`src/rtl/fetch_redirect_controller.sv`:
```
// fetch_redirect_controller: arbitrates branch, JAL and predictor redirects into
// the PC select stage, parks a redirect while the back end is stalled, and opens
// a wrong-path kill window after every branch redirect.
//
// state  | meaning
// IDLE   | no redirect pending; requests issue next cycle or park in HOLD on stall
// HOLD   | JAL/predictor redirect parked until the stall clears
// KILL   | wrong-path window after a branch redirect; JAL/predictor discarded
module fetch_redirect_controller #(
  parameter int WIDTH        = 32,
  parameter int FLUSH_CYCLES = 2
) (
  input  logic             clk,
  input  logic             reset,
  input  logic             brValid,
  input  logic [WIDTH-1:0] brTarget,
  input  logic             jalValid,
  input  logic [WIDTH-1:0] jalTarget,
  input  logic             predHit,
  input  logic [WIDTH-1:0] predTarget,
  input  logic             robFull,
  input  logic             rsFull,
  output logic             redirValid,
  output logic [WIDTH-1:0] redirTarget,
  output logic [1:0]       redirSrc,
  output logic             predRedirect,
  output logic             flushFrontend,
  output logic             freeze
);

  localparam int KCW = $clog2(FLUSH_CYCLES + 1);
  localparam logic [KCW-1:0] KILL_LOAD = KCW'(FLUSH_CYCLES);

  localparam logic [1:0] SRC_NONE = 2'd0;
  localparam logic [1:0] SRC_BR   = 2'd1;
  localparam logic [1:0] SRC_JAL  = 2'd2;
  localparam logic [1:0] SRC_PRED = 2'd3;

  typedef enum logic [1:0] {
    ST_IDLE = 2'd0,
    ST_HOLD = 2'd1,
    ST_KILL = 2'd2
  } state_t;

  state_t           r_state;
  logic [KCW-1:0]   r_kill_cnt;
  logic [WIDTH-1:0] r_pend_target;
  logic [1:0]       r_pend_src;
  logic             r_redir_valid;
  logic [WIDTH-1:0] r_redir_target;
  logic [1:0]       r_redir_src;
  logic             r_pred_redirect;
  logic             r_flush;

  logic             w_stall;
  logic             w_req;
  logic [1:0]       w_req_src;
  logic [WIDTH-1:0] w_req_target;
  logic             w_issue;
  logic [1:0]       w_iss_src;
  logic [WIDTH-1:0] w_iss_target;

  assign w_stall = robFull | rsFull;

  // Highest-priority non-branch request this cycle (JAL beats predictor).
  always_comb begin
    w_req        = jalValid | predHit;
    w_req_src    = SRC_NONE;
    w_req_target = '0;
    if (jalValid) begin
      w_req_src    = SRC_JAL;
      w_req_target = jalTarget;
    end else if (predHit) begin
      w_req_src    = SRC_PRED;
      w_req_target = predTarget;
    end
  end

  // Decide which redirect, if any, issues on the next cycle.
  always_comb begin
    w_issue      = 1'b0;
    w_iss_src    = SRC_NONE;
    w_iss_target = '0;
    if (brValid) begin
      w_issue      = 1'b1;
      w_iss_src    = SRC_BR;
      w_iss_target = brTarget;
    end else begin
      case (r_state)
        ST_IDLE: begin
          if (w_req && !w_stall) begin
            w_issue      = 1'b1;
            w_iss_src    = w_req_src;
            w_iss_target = w_req_target;
          end
        end
        ST_HOLD: begin
          if (!w_stall) begin
            w_issue = 1'b1;
            // A JAL arriving as the stall clears outranks a parked predictor hit.
            if (jalValid && r_pend_src == SRC_PRED) begin
              w_iss_src    = SRC_JAL;
              w_iss_target = jalTarget;
            end else begin
              w_iss_src    = r_pend_src;
              w_iss_target = r_pend_target;
            end
          end
        end
        default: ;
      endcase
    end
  end

  // Sequencer state, pending slot, kill counter and registered outputs.
  always_ff @(posedge clk) begin
    if (reset) begin
      r_state         <= ST_IDLE;
      r_kill_cnt      <= '0;
      r_pend_target   <= '0;
      r_pend_src      <= SRC_NONE;
      r_redir_valid   <= 1'b0;
      r_redir_target  <= '0;
      r_redir_src     <= SRC_NONE;
      r_pred_redirect <= 1'b0;
      r_flush         <= 1'b0;
    end else begin
      r_redir_valid   <= w_issue;
      r_redir_src     <= w_iss_src;
      r_pred_redirect <= w_issue && (w_iss_src == SRC_PRED);
      r_flush         <= w_issue && (w_iss_src == SRC_BR);
      if (w_issue) begin
        r_redir_target <= w_iss_target;
      end

      if (brValid) begin
        r_state       <= ST_KILL;
        r_kill_cnt    <= KILL_LOAD;
        r_pend_src    <= SRC_NONE;
        r_pend_target <= '0;
      end else begin
        case (r_state)
          ST_IDLE: begin
            if (w_req && w_stall) begin
              r_state       <= ST_HOLD;
              r_pend_src    <= w_req_src;
              r_pend_target <= w_req_target;
            end
          end
          ST_HOLD: begin
            if (!w_stall) begin
              r_state       <= ST_IDLE;
              r_pend_src    <= SRC_NONE;
              r_pend_target <= '0;
            end else if (jalValid && r_pend_src == SRC_PRED) begin
              r_pend_src    <= SRC_JAL;
              r_pend_target <= jalTarget;
            end
          end
          ST_KILL: begin
            if (r_kill_cnt <= KCW'(1)) begin
              r_state    <= ST_IDLE;
              r_kill_cnt <= '0;
            end else begin
              r_kill_cnt <= r_kill_cnt - KCW'(1);
            end
          end
          default: begin
            r_state <= ST_IDLE;
          end
        endcase
      end
    end
  end

  assign redirValid    = r_redir_valid;
  assign redirTarget   = r_redir_target;
  assign redirSrc      = r_redir_src;
  assign predRedirect  = r_pred_redirect;
  assign flushFrontend = r_flush;
  // The PC must always be free to take a redirect, so a redirect cycle never freezes.
  assign freeze        = (w_stall & ~r_redir_valid) | (r_state == ST_HOLD);

endmodule

```
`config.mk`:
```
export PLATFORM = sky130hd
export DESIGN_NAME = fetch_redirect_controller
export DESIGN_NICKNAME = d
export VERILOG_FILES = /design/src/rtl/fetch_redirect_controller.sv
export SDC_FILE = /design/constraint.sdc
export NUM_CORES = 1
export LEC_CHECK = 0
export CORE_MARGIN = 2
export CORE_UTILIZATION = 50
export DETAILED_ROUTE_END_ITERATION = 16
export PLACE_DENSITY_LB_ADDON = 0.2
export SLEW_MARGIN = 0
export SYNTH_ARGS = -nofsm -noshare
export SYNTH_HDL_FRONTEND = slang
export SYNTH_SLANG_ARGS = --single-unit
```
`constraint.sdc`:
```
create_clock -name clk -period 5.4 [get_ports clk]
set_clock_uncertainty 0.2 [all_clocks]
set_input_delay 0.81 -clock clk [delete_from_list [all_inputs] [get_ports clk]]
set_output_delay 0.81 -clock clk [all_outputs]
set_load 0.03 [all_outputs]
```
; ---- Word-level counts from Yosys, hierarchy flattened
; Index checks and enable logic that the tools add are counted.
[classes]
addsub = 1
n_eq_ne = 11
bitwise_logic = 5
reduce_logical = 13
magnitude_cmp = 1
n_mux = 32
[op_table]
columns = operator, count
row1 = $mux W32, 8
row2 = $pmux W32 S2, 2
row3 = $mux W2, 15
row4 = $ne A3 B3 Y1 const B, 3
row5 = $pmux W2 S2, 2
row6 = $eq A2 B2 Y1 const B, 3
row7 = $ne A2 B2 Y1 const B, 3
row8 = $pmux W2 S3, 1
row9 = $reduce_and A3 Y1, 2
row10 = $logic_and A1 B1 Y1, 5
row11 = $eq A2 B1 Y1 const B, 2
row12 = $reduce_bool A2 Y1, 2
row13 = $mux W1, 3
row14 = $or A1 B1 Y1, 3
row15 = $le A2 B1 Y1 const B, 1
row16 = $logic_not A2 Y1, 1
row17 = $pmux W1 S2, 1
row18 = $reduce_and A2 Y1, 1
row19 = $reduce_or A2 Y1, 1
row20 = $sub A2 B1 Y2 const B, 1
row21 = $and A1 B1 Y1, 1
row22 = $logic_not A1 Y1, 1
row23 = $not A1 Y1, 1
[totals]
word_cells = 74
regBits = 75

; ---- Logic depth before layout (Yosys ltp)
; Gate-level depths: netlist of run 1.
[logic_depth]
depth_word = 8
depth_mapped = 7

; ---- Worst setup path after synthesis of run 1
; Ideal clock, no wire load.
[synth_timing]
path_kind = input-to-reg
startpoint = input brValid
endpoint = register r_redir_target[10], in the netlist redirTarget[10]
setup_slack_ps = 2826
arrival_time_ps = 2286
required_time_ps = 5111
path_stages = 6
path_buffers = 2
path_cell_list = or4_1 > buf_2 > or3_4 > buf_6 > nand2b_1 > a311oi_2
[synth_between]
elab_chain_len = 1
word_cells_on_any_way = 2
[synth_lines]
columns = item, line
row1 = "start, declared", 15  ; input logic brValid,
row2 = $mux W32 / $mux W1 (equally long branches), 84  ; if (brValid) begin
row3 = "end signal, assigned", 133  ; r_redir_target <= w_iss_target;
row4 = "end, declared", 50  ; logic [WIDTH-1:0] r_redir_target;
; Parallel ways exist; a longest one is shown, timed or not.
; A chain may end at the register's enable or synchronous reset.

; ---- Final worst setup path of run 1
[layout_timing]
startpoint = input rsFull
endpoint = output freeze
[layout_between]
elab_chain_len = 3
[layout_lines]
columns = item, line
row1 = "start, declared", 22  ; input logic rsFull,
row2 = $or A1 B1 Y1, 63  ; assign w_stall = robFull | rsFull;
row3 = $and A1 B1 Y1, 182  ; assign freeze = (w_stall & ~r_redir_valid) | (r_state == ST_HOLD);
row4 = $or A1 B1 Y1, 182
row5 = "end, declared", 28  ; output logic freeze
; No other way between the ends.

==> out/results.tsv, run 1 <==
stage	metric	value	unit
worst_setup_path	Worst EP required	4.39	ns
timing	Final Setup Violations	0	
timing	Rel. slew slack	7.89	%
clocking	CTS tree	yes	
power	P_leak	2.10	nW
worst_setup_path	worst r2r dst	r_pend_target[20]	
clocking	clk buf depth	2	
worst_setup_path	crit path capture type	primary output	
timing	setup tns final	0	ns
logic_synthesis	top_reg_cell synth	dfxtp_1	
finish	Final nets	708	
finish	layout cells sized above 1	16.6	%
logic_synthesis	Mapped Avg Cell Area	8.72	µm²
finish	Layout area overhead	36.9	%
clocking	# resized after CTS	0	
worst_setup_path	CP Class	in2out	
worst_setup_path	WP data arrival	2.41	ns
clocking	CTS clk-pin slew, worst paths	0.08	ns
place	post-DP HPWL	8650	µm
logic_synthesis	largest family of logic cells by synthesized area	compound AO/OA/AOI/OAI gates	
die	Die Y	97.3	µm
worst_setup_path	worst-path fanout max	5	
clocking	number of clock sinks	75	
die	Ports	141	
finish	fillcell total	700	
place	post-placement cell count	702	
timing	Max Freq	0.292	GHz
detailed_routing	routed vias	4651	
global_route	vias in the first global route	4528	
min_path	HP Class	reg2reg	
logic_synthesis	post-synthesis compound-gate area fraction	33.9	%
logic_synthesis	Post-synth EDFFs	0	
global_route	largest net degree at the start of global routing	42	
logic_synthesis	Net Count, Synth	602	
timing	minimum clock period	3.42	ns
worst_setup_path	CP startpoint kind	input port	
detailed_routing	Post-Route WL	14200	µm
clocking	clock latency on the worst-skew pair	0.35	ns
global_route	initial antenna violation count	0	
logic_synthesis	ys async rst share	0	%
clocking	H-tree depth	3	
power	Max IR drop VDD	149	µV
logic_synthesis	Synth Area in Simple Gates	17.6	%
logic_synthesis	sequential share of the synthesized area	34.5	%
worst_setup_path	R2R cell count	5	
detailed_routing	DRT Pass-1 Iters	5	
timing	final hold viol count	0	
clocking	# Post-CTS Setup Buffers	0	
run_status	run status	finished clean	
detailed_routing	post-DR wirelength/cell	19.8	µm
finish	diode count	0	
die	row count	34	
job	max cap viols	0	
clocking	Root Driver	clkbuf_8	
logic_synthesis	post-synthesis xor/xnor area fraction	0	%
timing	fin crit share	63.4	%
clocking	number of buffers created by CTS	9	
detailed_routing	DR iter-0 viols	265	
global_route	first-pass GRT wire length	23000	µm
timing	unrepaired setup endpoints after global routing	false	
die	Initial Util	50.7	%
timing	Final Max Tran Viols	0	
worst_setup_path	Setup crit start	rsFull	
worst_setup_path	FF-to-FF Start	r_state[0]	
worst_setup_path	worst setup path end	freeze	
detailed_routing	residual DRC count	0	
logic_synthesis	Syn. warnings	0	
global_route	GRT overflow	0	
timing	Slew @ Worst Pin	1.38	ns
logic_synthesis	Synth Area in Adders	0	%
timing	Min Hold Slack	0.303	ns
place	PortBufs	140	
detailed_routing	drt via density	6.48	
clocking	CTS Hold Bufs	0	
place	GPL Wtd Cong	0.864	
logic_synthesis	post-synthesis mux area share	8.54	%
detailed_routing	Detail Route Antenna Nets	0	
logic_synthesis	Yosys reg bits	75	
logic_synthesis	Mapped Cells	499	
die	core area	8590	µm²
logic_synthesis	Netlist cell types	33	
die	die width	97.3	µm
power	Power per Cell Area	247	nW/µm²
die	die area	9470	µm²
global_route	total track usage	29.4	%
finish	Layout Cells excl Fill	718	
logic_synthesis	Synth Cell Area	4350	µm²
worst_setup_path	Reg2Reg Setup Slack	2.67	ns
==> kinds of logic (layout without fill, tap and decap cells) <==
| family | Yosys count | count (layout) |
|---|---|---|
| AND/OR/NAND/NOR | 160 | 160 |
| multiplexers | 33 | 33 |
| AO/OA/AOI/OAI | 174 | 174 |
| buffers and inverters | 57 | 168 |
| flip-flops | 75 | 75 |
==> power breakdown <==
part | leakage, nW | switching (mW) | internal, mW
sequential | 0.618 | 0.0208 | 0.590
combinational | 1.38 | 0.205 | 0.185
clock | 0.110 | 0.211 | 0.257
==> stage by stage <==
stage	util (%)	cell area, µm²	power (mW)	worst slack (ns)
2_1_floorplan	-	4350	0.836	2.83
3_3_place_gp	66.9	5750	0.997	1.88
3_5_place_dp	66.9	5750	1.01	1.84
4_1_cts	69.3	5960	1.47	1.97
5_1_grt	69.3	5960	1.52	1.90
6_report	69.3	5960	1.47	1.98
==> area by class of cell <==
class	count	area [µm²]	share of cell area (%)
multi-input cells	367	2640	44.3
flip-flops and latches	75	1500	25.2
repair buffers	150	1470	24.6
well taps	108	135	2.27
clock buffers	10	128	2.14
clock inverters	6	80.1	1.34
inverters	2	7.51	0.126
==> critical path: stages <==
cell             delay (ns)
clkdlybuf4s50_1        0.46
nor2_1                 0.35
o21ai_0                0.16
clkdlybuf4s50_1        0.63
==> cells in the mapped netlist, types with 2 or more instances <==
| cell type | count | area share (%) |
|---|---|---|
| nand2_1 | 5 | 0.43 |
| a21oi_1 | 4 | 0.46 |
| o22ai_1 | 33 | 4.7 |
| mux2_2 | 33 | 8.5 |
| nor2b_1 | 2 | 0.29 |
| dfxtp_1 | 75 | 34 |
| nand3_1 | 34 | 3.9 |
| a221oi_1 | 32 | 6.4 |
| nor3_1 | 4 | 0.46 |
| buf_1 | 4 | 0.34 |
| buf_2 | 2 | 0.23 |
| buf_6 | 3 | 0.78 |
| a22o_1 | 32 | 6.4 |
| o21ai_0 | 36 | 4.1 |
| clkbuf_1 | 46 | 4.0 |
| nand2b_1 | 35 | 5.0 |
| a311oi_2 | 30 | 10 |
| a311oi_1 | 2 | 0.40 |
| nor2_1 | 73 | 6.3 |
==> state kept, by name, indices dropped and copies added, names as in the netlist <==
name,flops
predRedirect,1
redirValid,1
redirTarget,32
r_kill_cnt,2
redirSrc,2
r_pend_src,2
r_state,2
flushFrontend,1
r_pend_target,32
==> worst min-delay path by stage <==
stage | to | start | cells after the start
after detailed placement | r_kill_cnt[1] | r_kill_cnt[1] | 2
after global routing | r_pend_src[1] | r_pend_src[1] | 2
final | r_state[1] | r_kill_cnt[1] | 2
after CTS | r_state[1] | r_kill_cnt[1] | 2
after global placement | r_kill_cnt[1] | r_kill_cnt[1] | 2
after floorplan | r_kill_cnt[1] | r_kill_cnt[1] | 2
==> layer usage <==
metal / wire (µm) / GRT usage [%]
met4: 306 / 10.9
met3: 978 / 5.18
met2: 6750 / 48.8
met5: 0 / 0
met1: 6190 / 38.3
==> placed cells by master, fill, tap and decap left out, drive strengths merged <==
cell	n
clkdlybuf4s50	138
dfxtp	75
nor2	73
o21ai	37
nand2b	35
nand3	34
mux2	33
o22ai	33
a22o	32
a221oi	32
a311oi	32
buf	12
clkbuf	10
nand2	5
clkinv	5
a21oi	4
nor3	4
bufinv	2
or3	2
nor2b	2
a32oi	1
o21a	1
inv	1
a21o	1
or2	1
nor4	1
and2	1
or4	1
nor3b	1
o221a	1
Note: power is estimated with default switching activity, not from simulation.
==> run 2, diff against run 1 <==
--- a/config.mk
+++ b/config.mk
@@ -6,7 +6,7 @@
 export NUM_CORES = 1
 export LEC_CHECK = 0
 export CORE_MARGIN = 2
-export CORE_UTILIZATION = 50
+export CORE_UTILIZATION = 47
 export DETAILED_ROUTE_END_ITERATION = 16
 export PLACE_DENSITY_LB_ADDON = 0.2
 export SLEW_MARGIN = 0
==> constraint.sdc (replaced) <==
create_clock -name clk -period 3.41 [get_ports clk]
set_clock_uncertainty 0.2 [all_clocks]
set_input_delay 0.5115 -clock clk [delete_from_list [all_inputs] [get_ports clk]]
set_output_delay 0.5115 -clock clk [all_outputs]
set_load 0.03 [all_outputs]
==> run 2 against run 1 <==
Critical path depth fell by 1. Worst setup slack lost 1.3 ns. Final area up 0.76%. Register-to-register slack worse by 1.8 ns. Sequential share of layout area down 0.19 points. Via count grew 0.60%. Die area is 6.1% higher. Non-clock buffer count is 5 higher. Critical path type is now reg2out. Critical endpoint unchanged.
==> out/results.tsv, run 2 (synthesized netlist as in run 1, its figures left out) <==
stage	metric	value	unit
run_status	run status	finished clean	
timing	final hold viol count	0	
detailed_routing	Detail Route Antenna Nets	0	
clocking	number of clock sinks	75	
finish	Final nets	713	
finish	layout cells sized above 1	17.4	%
worst_setup_path	chain of cells forming the critical path	nand2b_1, o21ai_0, buf_4	
worst_setup_path	WP depth	3	
min_path	HP Class	reg2reg	
place	PortBufs	140	
clocking	H-tree depth	3	
global_route	initial antenna violation count	0	
die	Ports	141	
timing	Final Max Tran Viols	0	
worst_setup_path	WP data arrival	1.99	ns
timing	Final Setup Violations	0	
place	post-placement cell count	710	
detailed_routing	post-DR wirelength/cell	20.0	µm
die	Initial Util	47.8	%
clocking	CTS Hold Bufs	0	
worst_setup_path	FF-to-FF Start	r_state[1]	
worst_setup_path	worst setup path end	freeze	
detailed_routing	M1 wire length	5660	µm
clocking	# Post-CTS Setup Buffers	0	
worst_setup_path	Setup crit start	r_state[1]	
timing	Max Freq	0.370	GHz
worst_setup_path	CP Class	reg2out	
detailed_routing	Post-Route WL	14600	µm
die	die area	10000	µm²
clocking	clock latency on the worst-skew pair	0.35	ns
timing	fin crit share	79.3	%
min_path	hold_sp	r_kill_cnt[1]	
global_route	GRT overflow	0	
worst_setup_path	R2R cell count	5	
worst_setup_path	family with the most delay on the worst path	simple AND/OR/NAND/NOR gates	
power	Power per Cell Area	381	nW/µm²
worst_setup_path	worst r2r dst	r_pend_target[14]	
finish	Layout area overhead	37.9	%
global_route	first-pass GRT wire length	23100	µm
die	die width	100	µm
job	max cap viols	0	
place	setup slack at placement	0.428	ns
die	row count	35	
place	post-DP HPWL	9220	µm
power	P_leak	2.12	nW
timing	Min Hold Slack	0.313	ns
worst_setup_path	Crit-path slowest cell	nand2b_1	
place	DP Area	5810	µm²
clocking	CTS clk-pin slew, worst paths	0.07	ns
clocking	Root Driver	clkbuf_8	
timing	setup ws final	0.705	ns
place	GPL Wtd Cong	0.794	
timing	setup tns final	0	ns
global_route	largest net degree at the start of global routing	41	
worst_setup_path	Worst path max stage delay	0.65	ns
worst_setup_path	worst path bufs/invs	1	
worst_setup_path	crit path capture type	primary output	
finish	fillcell total	790	
detailed_routing	Top Metal Used	met4	
global_route	total track usage	28.8	%
worst_setup_path	Reg2Reg Setup Slack	0.90	ns
die	core area	9110	µm²
detailed_routing	routed vias	4679	
worst_setup_path	Worst EP required	2.70	ns
detailed_routing	DRT Pass-1 Iters	5	
global_route	vias in the first global route	4734	
detailed_routing	met3 wire len	1280	µm
die	Die Y	100	µm
timing	Slew @ Worst Pin	1.21	ns
power	Max IR drop VDD	295	µV
finish	Layout Cells excl Fill	726	
worst_setup_path	CP startpoint kind	flop	
detailed_routing	DR iter-0 viols	380	
clocking	CTS tree	yes	
finish	most frequent cells in the layout	137 x clkdlybuf4s50_1, 75 x dfxtp_1, 70 x nor2_1	
clocking	# resized after CTS	0	
clocking	number of buffers created by CTS	9	
timing	unrepaired setup endpoints after global routing	false	
timing	minimum clock period	2.71	ns
worst_setup_path	worst-path fanout max	17	
finish	commonest non-fill, non-tap cell in the layout	clkdlybuf4s50_1	
detailed_routing	residual DRC count	0	
detailed_routing	drt via density	6.44	
detailed_routing	Met2 Wirelength	7360	µm
finish	diode count	0	
clocking	clk buf depth	2	
timing	Rel. slew slack	19.2	%
finish	Final Cell Area	6000	µm²
-- run 2: report_power, final --
group          internal, mW  switching [mW]
sequential            0.934          0.0332
clock                 0.355           0.337
combinational         0.297           0.329
total                  1.59           0.700
-- run 2: worst min path at each step --
stage	end	cells past startpoint
finish	r_state[1]	2
CTS	r_state[1]	2
global route	r_state[1]	2
global placement	r_kill_cnt[1]	2
floorplan	r_kill_cnt[1]	2
detailed placement	r_pend_target[14]	2
-- run 2: final cells by class --
cell class,count,area [µm²],area share (%)
Sequential cell,75,1500,25.0
Clock buffer,11,141,2.36
Timing Repair Buffer,155,1510,25.2
Clock inverter,5,52.6,0.875
Multi-Input combinational cell,367,2650,44.1
Tap cell,111,139,2.31
Inverter,2,7.51,0.125
-- run 2: tightest hold or removal path, cell delays in order (launching register included) --
cell	delay [ns]
dfxtp_1	0.31
nand3_1	0.08
a21oi_1	0.07
-- run 2: per-stage QoR --
step / total power, mW / utilization (%)
2_1_floorplan: 1.32 / -
3_3_place_gp: 1.59 / 63.8
3_5_place_dp: 1.60 / 63.8
4_1_cts: 2.29 / 65.9
5_1_grt: 2.37 / 65.9
6_report: 2.29 / 65.9
-- run 2: metal layers --
| layer | global-route usage [%] | up-vias |
|---|---|---|
| li1 | - | 2135 |
| met1 | 34.2 | 2250 |
| met2 | 51.5 | 270 |
| met3 | 5.36 | 24 |
| met4 | 11.0 | 0 |
| met5 | 0 | - |
==> run 3, diff against run 2 <==
==> constraint.sdc (replaced) <==
create_clock -name clk -period 2.6 [get_ports clk]
set_clock_uncertainty 0.2 [all_clocks]
set_input_delay 0.39 -clock clk [delete_from_list [all_inputs] [get_ports clk]]
set_output_delay 0.39 -clock clk [all_outputs]
set_load 0.03 [all_outputs]
==> run 3 against run 2 <==
Die area is the same. Clock-buffer cell count shrank 1. Global-route usage shrank 0.13 points.
==> out/results.tsv, run 3 (synthesized netlist as in run 1, its figures left out) <==
stage	metric	value	unit
run_status	run status	finished clean	
timing	Max Freq	0.426	GHz
clocking	# resized after CTS	0	
detailed_routing	residual DRC count	0	
clocking	CTS tree	yes	
timing	setup tns final	0	ns
finish	Util after Layout	67.6	%
timing	Final Max Tran Viols	0	
finish	fillcell total	752	
timing	final hold viol count	0	
place	GPL Wtd Cong	0.840	
detailed_routing	DRT Pass-1 Iters	4	
clocking	clk buf depth	2	
global_route	vias in the first global route	4754	
finish	layout cells sized above 1	19.5	%
timing	Min Hold Slack	0.289	ns
die	core area	9110	µm²
timing	minimum clock period	2.35	ns
finish	most frequent cells in the layout	137 x clkdlybuf4s50_1, 75 x dfxtp_1, 70 x nor2_1	
finish	Final nets	728	
worst_setup_path	worst path bufs/invs	3	
detailed_routing	DR iter-0 viols	254	
global_route	GRT overflow	0	
finish	commonest non-fill, non-tap cell in the layout	clkdlybuf4s50_1	
die	row count	35	
detailed_routing	post-DR wirelength/cell	19.8	µm
clocking	number of buffers created by CTS	9	
place	post-DP HPWL	9640	µm
detailed_routing	Post-Route WL	14700	µm
power	Max IR drop VDD	267	µV
clocking	number of clock sinks	75	
power	P_leak	2.21	nW
die	Initial Util	47.8	%
clocking	clock latency on the worst-skew pair	0.35	ns
timing	Slew @ Worst Pin	0.886	ns
place	DP Area	5960	µm²
power	Power per Cell Area	497	nW/µm²
place	PortBufs	140	
worst_setup_path	Worst path max stage delay	0.40	ns
global_route	largest net degree at the start of global routing	37	
die	die area	10000	µm²
finish	Final Cell Area	6160	µm²
timing	fin crit share	90.3	%
finish	diode count	0	
timing	Rel. slew slack	40.7	%
worst_setup_path	Worst EP required	2.01	ns
clocking	H-tree depth	3	
global_route	initial antenna violation count	0	
finish	Layout area overhead	41.5	%
detailed_routing	drt via density	6.34	
worst_setup_path	chain of cells forming the critical path	buf_4, nand2b_1, buf_4, o21ai_0, buf_4	
worst_setup_path	worst-path fanout max	33	
min_path	HP Class	reg2reg	
die	die width	100	µm
clocking	CTS Hold Bufs	0	
clocking	Root Driver	clkbuf_8	
clocking	CTS clk-pin slew, worst paths	0.08	ns
detailed_routing	routed vias	4695	
worst_setup_path	WP data arrival	1.76	ns
die	Ports	141	
worst_setup_path	CP Class	reg2out	
worst_setup_path	Crit-path slowest cell	buf_4	
global_route	total track usage	28.7	%
worst_setup_path	CP dominant cell by count	buf_4	
timing	unrepaired setup endpoints after global routing	false	
detailed_routing	Detail Route Antenna Nets	0	
worst_setup_path	family with the most delay on the worst path	buffers and inverters	
global_route	first-pass GRT wire length	23000	µm
worst_setup_path	CP startpoint kind	flop	
worst_setup_path	crit path capture type	primary output	
timing	Final Setup Violations	0	
power	overall power	3.06	mW
die	Die Y	100	µm
job	max cap viols	0	
clocking	# Post-CTS Setup Buffers	0	
==> run 3: where the power goes <==
group / internal (mW) / switching, mW
clock: 0.470 / 0.472
sequential: 1.23 / 0.0408
combinational: 0.414 / 0.439
==> run 3: routing by layer <==
metal	vias to the layer above	wire length (µm)	track usage, %
li1	2153	-	-
met1	2279	6010	34.7
met2	226	7310	50.3
met3	37	1020	4.39
met4	0	353	12.8
met5	-	0	0
==> run 3: worst paths after layout <==
| check | startpoint | to | slack [ns] | depth (start not counted) |
|---|---|---|---|---|
| min reg2reg | r_kill_cnt[1] | r_kill_cnt[1] | 0.29 | 2 |
| max reg2reg | r_state[1] | r_pend_target[23] | 0.44 | 6 |
| max | r_state[1] | freeze | 0.25 | 5 |
| min | r_kill_cnt[1] | r_kill_cnt[1] | 0.29 | 2 |
==> run 3: tightest hold or removal path, cell delays in order, from the launching register on <==
cell and delay, ns:
dfxtp_1 0.32, o21ai_0 0.07, a21oi_1 0.06
==> run 3: layout make-up <==
type	instances	area (µm²)	share of cell area, %
flip-flops and latches	75	1500	24.4
clock inverters	6	63.8	1.04
repair buffers	170	1660	27.0
multi-input cells	367	2650	43.0
well taps	111	139	2.25
inverters	2	7.51	0.122
clock buffers	10	138	2.23
==> run 3: metrics by stage <==
step           cells  setup WS (ns)
5_1_grt          741          0.150
2_1_floorplan    499          0.446
3_3_place_gp     725         0.0252
4_1_cts          741          0.279
6_report         741          0.251
3_5_place_dp     725        -0.0530
